===== config.mk =====
export PLATFORM = sky130hd
export DESIGN_NAME = axi_rd_slice
export DESIGN_NICKNAME = d
export VERILOG_FILES = /design/src/rtl/axi_rd_slice.sv
export SDC_FILE = /design/constraint.sdc
export NUM_CORES = 2
export LEC_CHECK = 0
export ABC_AREA = 1
export CORE_AREA = 2 2 471 473
export CTS_BUF_LIST = sky130_fd_sc_hd__clkbuf_8
export CTS_CLUSTER_SIZE = 28
export DETAILED_ROUTE_END_ITERATION = 8
export DIE_AREA = 0 0 473 475
export PLACE_DENSITY = 0.55
export SLEW_MARGIN = 20
export SYNTH_ARGS = -nofsm -noshare
export SYNTH_HDL_FRONTEND = slang
export SYNTH_HIERARCHICAL = 1
export SYNTH_SLANG_ARGS = --single-unit

===== constraint.sdc =====
create_clock -name clk -period 3.6 [get_ports clk]
set_clock_uncertainty 0.05 [all_clocks]
set_input_delay 0.72 -clock clk [delete_from_list [all_inputs] [get_ports clk]]
set_output_delay 0.72 -clock clk [all_outputs]
set_load 0.01 [all_outputs]

===== src/rtl/axi_rd_slice.sv =====
// axi_rd_slice: registered AXI read-channel slice.
// AR (prefetcher -> memory) and R (memory -> prefetcher) each pass through a
// 2-entry skid buffer. AR issue is held once MAX bursts are in flight, and the
// in-flight count is closed by R last beats. errorCode is sticky until reset:
//   bit0  R beat accepted with nothing outstanding (orphan)
//   bit1  R last does not line up with the head burst length
// Optional feature macro: RD_SLICE_LAST_CHECK_EN (bit1 checking). When it is
// undefined, bit1 is tied to 0 and no length FIFO or beat counter is built.

// Skid buffer states
//   state | meaning
//   EMPTY | no entry held, out_valid=0
//   ONE   | main register holds the oldest entry, skid empty
//   FULL  | main and skid both hold entries, input stalled
module axi_rd_slice_skid #(
   parameter int WIDTH = 8
) (
   input  logic             clk,
   input  logic             reset,
   input  logic             in_valid,
   output logic             in_ready,
   input  logic [WIDTH-1:0] in_data,
   output logic             out_valid,
   input  logic             out_ready,
   output logic [WIDTH-1:0] out_data
);

   // bit0 of the encoding doubles as the registered out_valid
   typedef enum logic [1:0] {
      ST_EMPTY = 2'b00,
      ST_ONE   = 2'b01,
      ST_FULL  = 2'b11
   } skid_state_e;

   skid_state_e      state;
   skid_state_e      state_nxt;
   logic [WIDTH-1:0] main_q;
   logic [WIDTH-1:0] skid_q;
   logic             in_ready_q;
   logic             in_hs;
   logic             out_hs;
   logic             load_main_in;
   logic             load_main_skid;
   logic             load_skid;

   assign in_hs     = in_valid && in_ready_q;
   assign out_hs    = state[0] && out_ready;
   assign in_ready  = in_ready_q;
   assign out_valid = state[0];
   assign out_data  = main_q;

   // State register
   always_ff @(posedge clk) begin
      if (reset) state <= ST_EMPTY;
      else       state <= state_nxt;
   end

   // Next-state logic
   always_comb begin
      state_nxt = state;
      case (state)
         ST_EMPTY: if (in_hs) state_nxt = ST_ONE;
         ST_ONE: begin
            if (in_hs && !out_hs)      state_nxt = ST_FULL;
            else if (!in_hs && out_hs) state_nxt = ST_EMPTY;
         end
         ST_FULL:  if (out_hs) state_nxt = ST_ONE;
         default:  state_nxt = ST_EMPTY;
      endcase
   end

   // Output decode: which register loads from where this cycle
   always_comb begin
      load_main_in   = 1'b0;
      load_main_skid = 1'b0;
      load_skid      = 1'b0;
      case (state)
         ST_EMPTY: load_main_in = in_hs;
         ST_ONE: begin
            load_main_in = in_hs && out_hs;
            load_skid    = in_hs && !out_hs;
         end
         ST_FULL:  load_main_skid = out_hs;
         default: ;
      endcase
   end

   // Payload registers; held stable until the output handshake
   always_ff @(posedge clk) begin
      if (reset) begin
         main_q <= '0;
         skid_q <= '0;
      end else begin
         if (load_main_in)        main_q <= in_data;
         else if (load_main_skid) main_q <= skid_q;
         if (load_skid)           skid_q <= in_data;
      end
   end

   // Registered ready: only the next state decides it, never out_ready directly
   always_ff @(posedge clk) begin
      if (reset) in_ready_q <= 1'b0;
      else       in_ready_q <= (state_nxt != ST_FULL);
   end

endmodule

module axi_rd_slice #(
   parameter int ADDR_BITS            = 64,
   parameter int BURST_LEN_WIDTH      = 8,
   parameter int TID_WIDTH            = 4,
   parameter int BLOCK_DATA_SIZE_BITS = 512,
   parameter int LOG_MAX_OUTSTANDING  = 3
) (
   input  logic                            clk,
   input  logic                            reset,
   input  logic                            s_ar_valid,
   output logic                            s_ar_ready,
   input  logic [BURST_LEN_WIDTH-1:0]      s_ar_len,
   input  logic [ADDR_BITS-1:0]            s_ar_addr,
   input  logic [TID_WIDTH-1:0]            s_ar_id,
   output logic                            m_ar_valid,
   input  logic                            m_ar_ready,
   output logic [BURST_LEN_WIDTH-1:0]      m_ar_len,
   output logic [ADDR_BITS-1:0]            m_ar_addr,
   output logic [TID_WIDTH-1:0]            m_ar_id,
   input  logic                            m_r_valid,
   output logic                            m_r_ready,
   input  logic                            m_r_last,
   input  logic [BLOCK_DATA_SIZE_BITS-1:0] m_r_data,
   input  logic [TID_WIDTH-1:0]            m_r_id,
   output logic                            s_r_valid,
   input  logic                            s_r_ready,
   output logic                            s_r_last,
   output logic [BLOCK_DATA_SIZE_BITS-1:0] s_r_data,
   output logic [TID_WIDTH-1:0]            s_r_id,
   output logic [LOG_MAX_OUTSTANDING:0]    outstandingCnt,
   output logic [1:0]                      errorCode
);

   localparam int AR_W = BURST_LEN_WIDTH + ADDR_BITS + TID_WIDTH;
   localparam int R_W  = 1 + BLOCK_DATA_SIZE_BITS + TID_WIDTH;
   localparam logic [LOG_MAX_OUTSTANDING:0] MAX_CNT = {1'b1, {LOG_MAX_OUTSTANDING{1'b0}}};
   localparam logic [LOG_MAX_OUTSTANDING:0] CNT_ONE = {{LOG_MAX_OUTSTANDING{1'b0}}, 1'b1};

   logic            ar_out_valid;
   logic [AR_W-1:0] ar_out_data;
   logic [R_W-1:0]  r_out_data;
   logic            cap_ok;
   logic            m_ar_hs;
   logic            m_r_hs;
   logic            cnt_inc;
   logic            cnt_dec;
   logic            err_orphan_q;
   logic            err_last;

   // Cap compare uses the registered count only
   assign cap_ok     = (outstandingCnt < MAX_CNT);
   assign m_ar_valid = ar_out_valid && cap_ok;
   assign m_ar_hs    = m_ar_valid && m_ar_ready;
   assign m_r_hs     = m_r_valid && m_r_ready;
   assign cnt_inc    = m_ar_hs;
   // An orphan last beat must not underflow the count
   assign cnt_dec    = m_r_hs && m_r_last && (outstandingCnt != '0);

   axi_rd_slice_skid #(.WIDTH(AR_W)) u_ar_skid (
      .clk       (clk),
      .reset     (reset),
      .in_valid  (s_ar_valid),
      .in_ready  (s_ar_ready),
      .in_data   ({s_ar_len, s_ar_addr, s_ar_id}),
      .out_valid (ar_out_valid),
      .out_ready (m_ar_ready && cap_ok),
      .out_data  (ar_out_data)
   );

   assign {m_ar_len, m_ar_addr, m_ar_id} = ar_out_data;

   axi_rd_slice_skid #(.WIDTH(R_W)) u_r_skid (
      .clk       (clk),
      .reset     (reset),
      .in_valid  (m_r_valid),
      .in_ready  (m_r_ready),
      .in_data   ({m_r_last, m_r_data, m_r_id}),
      .out_valid (s_r_valid),
      .out_ready (s_r_ready),
      .out_data  (r_out_data)
   );

   assign {s_r_last, s_r_data, s_r_id} = r_out_data;

   // In-flight burst count: issue on m_ar, close on m_r last
   always_ff @(posedge clk) begin
      if (reset) begin
         outstandingCnt <= '0;
      end else begin
         case ({cnt_inc, cnt_dec})
            2'b10:   outstandingCnt <= outstandingCnt + CNT_ONE;
            2'b01:   outstandingCnt <= outstandingCnt - CNT_ONE;
            default: outstandingCnt <= outstandingCnt;
         endcase
      end
   end

   // Sticky orphan flag
   always_ff @(posedge clk) begin
      if (reset)                                   err_orphan_q <= 1'b0;
      else if (m_r_hs && (outstandingCnt == '0))   err_orphan_q <= 1'b1;
   end

`ifdef RD_SLICE_LAST_CHECK_EN
   // Length FIFO occupancy equals outstandingCnt: same push and pop events
   logic [BURST_LEN_WIDTH-1:0]     len_fifo [(1 << LOG_MAX_OUTSTANDING)];
   logic [LOG_MAX_OUTSTANDING-1:0] wr_ptr;
   logic [LOG_MAX_OUTSTANDING-1:0] rd_ptr;
   logic [BURST_LEN_WIDTH:0]       beat_cnt;
   logic [BURST_LEN_WIDTH:0]       head_len;
   logic                           head_valid;
   logic                           last_bad;
   logic                           err_last_q;

   localparam logic [LOG_MAX_OUTSTANDING-1:0] PTR_ONE = {{(LOG_MAX_OUTSTANDING-1){1'b0}}, 1'b1};
   localparam logic [BURST_LEN_WIDTH:0]       BEAT_ONE = {{BURST_LEN_WIDTH{1'b0}}, 1'b1};

   assign head_valid = (outstandingCnt != '0);
   assign head_len   = {1'b0, len_fifo[rd_ptr]};
   assign last_bad   = m_r_last ? (beat_cnt != head_len) : (beat_cnt == head_len);

   // FIFO storage needs no reset; pointers define what is valid
   always_ff @(posedge clk) begin
      if (m_ar_hs) len_fifo[wr_ptr] <= m_ar_len;
   end

   // FIFO pointers
   always_ff @(posedge clk) begin
      if (reset) begin
         wr_ptr <= '0;
         rd_ptr <= '0;
      end else begin
         if (m_ar_hs) wr_ptr <= wr_ptr + PTR_ONE;
         if (cnt_dec) rd_ptr <= rd_ptr + PTR_ONE;
      end
   end

   // Beat index within the head burst; orphan beats are not counted
   always_ff @(posedge clk) begin
      if (reset)                      beat_cnt <= '0;
      else if (m_r_hs && m_r_last)    beat_cnt <= '0;
      else if (m_r_hs && head_valid)  beat_cnt <= beat_cnt + BEAT_ONE;
   end

   // Sticky last-mismatch flag
   always_ff @(posedge clk) begin
      if (reset)                                 err_last_q <= 1'b0;
      else if (m_r_hs && head_valid && last_bad) err_last_q <= 1'b1;
   end

   assign err_last = err_last_q;
`else
   assign err_last = 1'b0;
`endif

   assign errorCode = {err_last, err_orphan_q};

endmodule

[Yosys cells after proc, flatten, opt, wreduce, memory -nomap -nowiden]
Index checks and enable logic that the tools add are counted.
W data, S select, Z words.
Storage, ports and cells
  flip-flop bits (word level): 1197
  input bits: 599
  output and inout bits: 603
  logic and storage cells: 69
Operators by class
  add/subtract/negate cells: 2
  $lt $le $gt $ge: 1
  eq/ne operators: 8
  muxes and demuxes: 21
  reduce and logical (&&, ||, !) cells: 27
Operator list (count)
  $mux W517: 2
  $mux W76: 2
  $logic_and A1 B1 Y1: 16
  $mux W2: 8
  $pmux W2 S3: 2
  $pmux W4 S2: 1
  $eq A2 B1 Y1 const B: 3
  $eq A2 B2 Y1 const B: 3
  $reduce_bool A2 Y1: 3
  $add A4 B1 Y4 const B: 1
  $logic_not A1 Y1: 4
  $logic_not A2 Y1: 2
  $logic_not A4 Y1: 1
  $lt A4 B4 Y1 const B: 1
  $mux W1: 4
  $ne A2 B2 Y1 const B: 2
  $pmux W1 S2: 2
  $reduce_bool A4 Y1: 1
  $sub A4 B1 Y4 const B: 1

[Depth between registers and ports, before layout]
  depth after elaboration: 8
  gate-level depth with buffers: 13

[Hierarchy]
Netlist, hierarchy kept.
Modules (own cells, without submodules)
  axi_rd_slice_skid at u_r_skid: instances 1, cells each 7198, area an instance 46103.0 um^2
  axi_rd_slice_skid at u_ar_skid: instances 1, cells each 1031, area an instance 7105.6 um^2
  axi_rd_slice: instances 1, cells each 54, area an instance 351.6 um^2

[Worst setup path before layout]
OpenSTA, ideal clock, no wires.
  kind: input -> register
  start: input port m_r_last
  end: register outstandingCnt[2]
  setup time: 0.115 ns
  arrival: 1.859 ns
  data required time: 3.435 ns
  path slack: 1.576 ns
  cell stages on the path: 11
  path through: nand3_1 nor2_1 ha_1 nand2_1 inv_1 nor2_2 ha_1 a21oi_1 xnor2_1 o21ai_0 inv_1
On the way
  cells in the longest elaborated chain, start to end: 4
  elaborated cells between the ends (all ways): 6
Ends and longest elaborated chain
  start, declared: line 129  | input logic m_r_last,
  $logic_and A1 B1 Y1 (*) (2 in series): line 164  | assign cnt_dec = m_r_hs && m_r_last && (outstandingCnt != '0);
  $eq A2 B1 Y1 / $eq A2 B2 Y1 (equally long branches): line 197  | case ({cnt_inc, cnt_dec})
  $pmux W4 S2 / $reduce_bool A2 Y1 (equally long branches)
  end signal, assigned: line 198  | 2'b10: outstandingCnt <= outstandingCnt + CNT_ONE;
  end signal, assigned: line 199  | 2'b01: outstandingCnt <= outstandingCnt - CNT_ONE;
  end signal, assigned: line 200  | default: outstandingCnt <= outstandingCnt;
  end, declared: line 137  | output logic [LOG_MAX_OUTSTANDING:0] outstandingCnt,
Every way passes the cells marked *; elsewhere a longest branch is shown, timed or not.
A chain may end at the register's enable or synchronous reset.

[Final worst setup path]
  start: register u_r_skid.main_q[62], in the netlist u_r_skid/out_data[62]
  end: output port s_r_data[58]
RTL lines
  start, declared: line 37  | logic [WIDTH-1:0] main_q;
  start signal, assigned: line 94  | if (load_main_in) main_q <= in_data;
  start signal, assigned: line 95  | else if (load_main_skid) main_q <= skid_q;
  end, declared: line 135  | output logic [BLOCK_DATA_SIZE_BITS-1:0] s_r_data,
No word-level cell between the ends.

==> results.tsv <==
stage	metric	value	unit
floorplanning	die area	225000	sq um
power_and_ir_drop	worst vdd ir	0.318	mV
clock_network	post-cts hold buffer count	0	
placed_design	Post-DP HPWL	155	mm
worst_setup_path	peak fanout along the critical path	2	
logic_synthesis	mux contribution to synthesized area	0	%
power_and_ir_drop	Cell Pwr Density	452	nW/um^2
clock_network	CTS tree	built	
logic_synthesis	number of synthesized flops with an enable pin	0	
clock_network	Clock Tree Root	clkbuf_8	
clock_network	clk slew on worst S/H paths	0.06	ns
floorplanning	CORE AREA	219000	sq um
sta	setup TNS	0	ns
drt	DRC errors left	0	
clock_network	maximum clock path buffer count	3	
drt	vias	53251	
floorplanning	IO Pins	1202	
logic_synthesis	Primary FF master, synth	dfxtp_1	
hold_path	Min-Delay Path Class	in2reg	
power_and_ir_drop	Combinational Power Share	15.5	%
layout	NumNets Final	9891	
logic_synthesis	Synth Area in Compound Gates	16.0	%
logic_synthesis	Syn Std Cell Area	53600	sq um
sta	RSZ-0062 raised after global routing	false	
logic_synthesis	Mapped Cells	8283	
clock_network	clk_lat worst skew	0.95	ns
worst_setup_path	crit-path cells	clkdlybuf4s50_1	
layout	Finished Cell Area	73300	sq um
status	outcome	completed	
placed_design	IO buf count	1200	
power_and_ir_drop	register share of total power	43.0	%
clock_network	setup bufs post-CTS	0	
power_and_ir_drop	Internal	0.0236	W
power_and_ir_drop	Design Power	0.0331	W
drt	Routed Wire Length	217	mm
floorplanning	Die Wd	473	um
sta	Final setup viols	0	
floorplanning	row cnt	172	
placed_design	routability cong.	0.886	
clock_network	H-tree depth	4	
worst_setup_path	CP Class	reg2out	
sta	endpoints failing hold	0	
drt	wire per inst	17.5	um
global_routing	GR Overflow Total	0	
worst_setup_path	data required time of the worst path	2.83	ns
clock_network	cts repair resizes	0	
sta	f_max	0.335	GHz
clock_network	# clock sinks	1197	
layout	Fill cells	23374	
logic_synthesis	syn_nets	8885	
layout	layout cells sized above 1	5.10	%
sta	min cycle time layout	2.99	ns
logic_synthesis	#FFs+latches synth	1197	
floorplanning	die height	475	um
logic_synthesis	Seq/Total Area, Yosys	44.7	%
worst_setup_path	Worst path slowest cell	clkdlybuf4s50_1	
sta	fin crit share	83.0	%
job	Maximum Capacitance Violations	0	
drt	1st-iter DRT viols	3573	
worst_setup_path	Crit path max-delay family	buffers and inverters	
layout	Area Growth Syn to Fin	36.8	%
sta	Slew @ Worst Pin	1.00	ns
clock_network	TritonCTS buffer count	219	
logic_synthesis	average cell area after synthesis	6.47	sq um
logic_synthesis	adder-cell share of the synthesized area	0.0701	%
logic_synthesis	synth warn	6	
power_and_ir_drop	Pleak	34.2	nW
worst_setup_path	Buffers & Inverters on Critical Path	1	
global_routing	antenna violations before repair	94	
global_routing	maximum number of pins on one net before global-route repair	164	
logic_synthesis	largest family of logic cells by synthesized area	simple AND/OR/NAND/NOR gates	
sta	Final Max Slew Viols	0	
logic_synthesis	Post-synth ARST share	0	%
power_and_ir_drop	Switch Pwr	0.00952	W
global_routing	vias in the first global route	49524	
drt	post-route ant nets	0	
worst_setup_path	CP arrival	2.22	ns
logic_synthesis	simple-gate portion of the synthesized area	23.0	%
logic_synthesis	xor and xnor fraction of the mapped netlist area	0.0491	%
global_routing	first-pass GRT wire length	316	mm
drt	Vias/cell	4.30	
worst_setup_path	Critical Path Sink Type	primary output	
global_routing	total track usage	18.4	%
worst_setup_path	max incr delay on CP	0.64	ns
placed_design	placed cell area	68500	sq um
logic_synthesis	Netlist cell types	24	
worst_setup_path	Startpoint Class	flop	
drt	Detailed Routing Iterations Pass 1	6	
power_and_ir_drop	sw frac	28.8	%
power_and_ir_drop	Clk pwr share	41.6	%
sta	slew margin rel.	33.0	%
floorplanning	Initial Util	24.4	%
[synth_stat cells, types with 3 or more instances]
master | instances | area, sq um
clkbuf_1 | 271 | 1020
nand4_1 | 76 | 475
o21ai_0 | 520 | 2600
inv_1 | 1643 | 6170
nand2_2 | 3 | 18.8
buf_6 | 6 | 67.6
a21oi_1 | 1193 | 5970
buf_1 | 42 | 158
ha_1 | 3 | 37.5
buf_2 | 223 | 1120
inv_2 | 3 | 11.3
nand2_1 | 2388 | 8960
nor2_1 | 528 | 1980
dfxtp_1 | 1197 | 24000
buf_4 | 16 | 120
nand3_1 | 160 | 801
[registers in the layout, indices dropped and copies added (netlist names)]
register and cells:
u_ar_skid/out_data 76, u_r_skid/skid_q 517, u_ar_skid/state 2, outstandingCnt 4, err_orphan_q 1, u_r_skid/out_data 517
u_r_skid/state 2, u_r_skid/in_ready 1, u_ar_skid/skid_q 76, u_ar_skid/in_ready 1
[logic make-up (layout without fill, tap and decap cells)]
group,Yosys count,after routing
buffers and inverters,2204,3394
AND/OR/NAND/NOR,3161,3161
AO/OA/AOI/OAI,1714,1714
other,1,49
XOR/XNOR,3,3
flip-flops,1197,1197
adder cells (fa/ha/maj),3,3
[power by group through the flow]
stage / registers (W) / clock network (W) / logic, W
2_1_floorplan: 0.0146 / 0 / 0.00220
3_3_place_gp: 0.0145 / 0 / 0.00509
3_5_place_dp: 0.0145 / 0 / 0.00512
4_1_cts: 0.0142 / 0.0142 / 0.00515
5_1_grt: 0.0143 / 0.0148 / 0.00569
6_report: 0.0142 / 0.0138 / 0.00512
[layout make-up]
| class | instances | area (sq um) | area share (%) |
|---|---|---|---|
| sequential | 1197 | 24000 | 32.7 |
| multi-input combinational | 4882 | 21000 | 28.6 |
| timing repair buffer | 1343 | 13800 | 18.8 |
| inverter | 1646 | 6190 | 8.44 |
| clock buffer | 283 | 3890 | 5.31 |
| tap | 2871 | 3590 | 4.90 |
| clock inverter | 122 | 762 | 1.04 |
| antenna | 48 | 120 | 0.164 |
[cells in the final DEF, fill, tap and decap left out, types with 2 or more instances in the layout]
cell type        synthesis  layout
a21oi_1               1193    1193
buf_12                   0      55
buf_4                   16      89
bufinv_16                0       5
clkbuf_8                 0     283
clkdlybuf4s50_1          0    1199
clkinv_2                 0      16
clkinvlp_4               0       4
dfxtp_1               1197    1195
dfxtp_2                  0       2
diode_2                  0      48
ha_1                     3       3
inv_1                 1643    1727
inv_12                   0       5
inv_16                   0       2
inv_2                    3       2
inv_6                    0       2
inv_8                    0       3
nand2_1               2388    2386
nand2_4                  1       4
nand3_1                160     158
nand3_2                  0       2
nand4_1                 76      76
nor2_1                 528     527
nor2_4                   2       4
o21ai_0                520     520
xnor2_1                  2       2
[per-stage QoR]
step                      instances  hold WS (ns)  worst slack [ns]  util [%]
after global routing          12373        0.0959             0.418      33.4
final                         12392         0.182             0.611      33.5
after CTS                     12344        0.0782             0.421      33.4
after floorplan                8283         0.374              1.58         -
after detailed placement      11939         0.390             0.466      31.3
after global placement        11939         0.386             0.371      31.3
[path summary, 6_finish.rpt]
path | from | end | slack [ns] | cells past startpoint
hold / removal | reset | u_r_skid/skid_q[116] | 0.18 | 4
setup reg to reg | outstandingCnt[3] | u_ar_skid/skid_q[71] | 1.04 | 7
setup / recovery | u_r_skid/out_data[62] | s_r_data[58] | 0.61 | 1
hold reg to reg | u_r_skid/skid_q[134] | u_r_skid/skid_q[134] | 0.40 | 2
[tightest hold or removal path: stages]
cell and delay [ns]:
buf_4 0.13, inv_8 0.09, o21ai_0 0.12, a21oi_1 0.04
[metal layers]
layer | share of wire [%] | track usage, % | vias to the layer above
li1 | - | - | 27045
met1 | 42 | 22.4 | 23964
met2 | 43 | 28.1 | 1765
met3 | 10 | 8.00 | 427
met4 | 3.6 | 7.97 | 50
met5 | 0.16 | 0 | -
No activity file was read; power rests on OpenSTA's default activity.
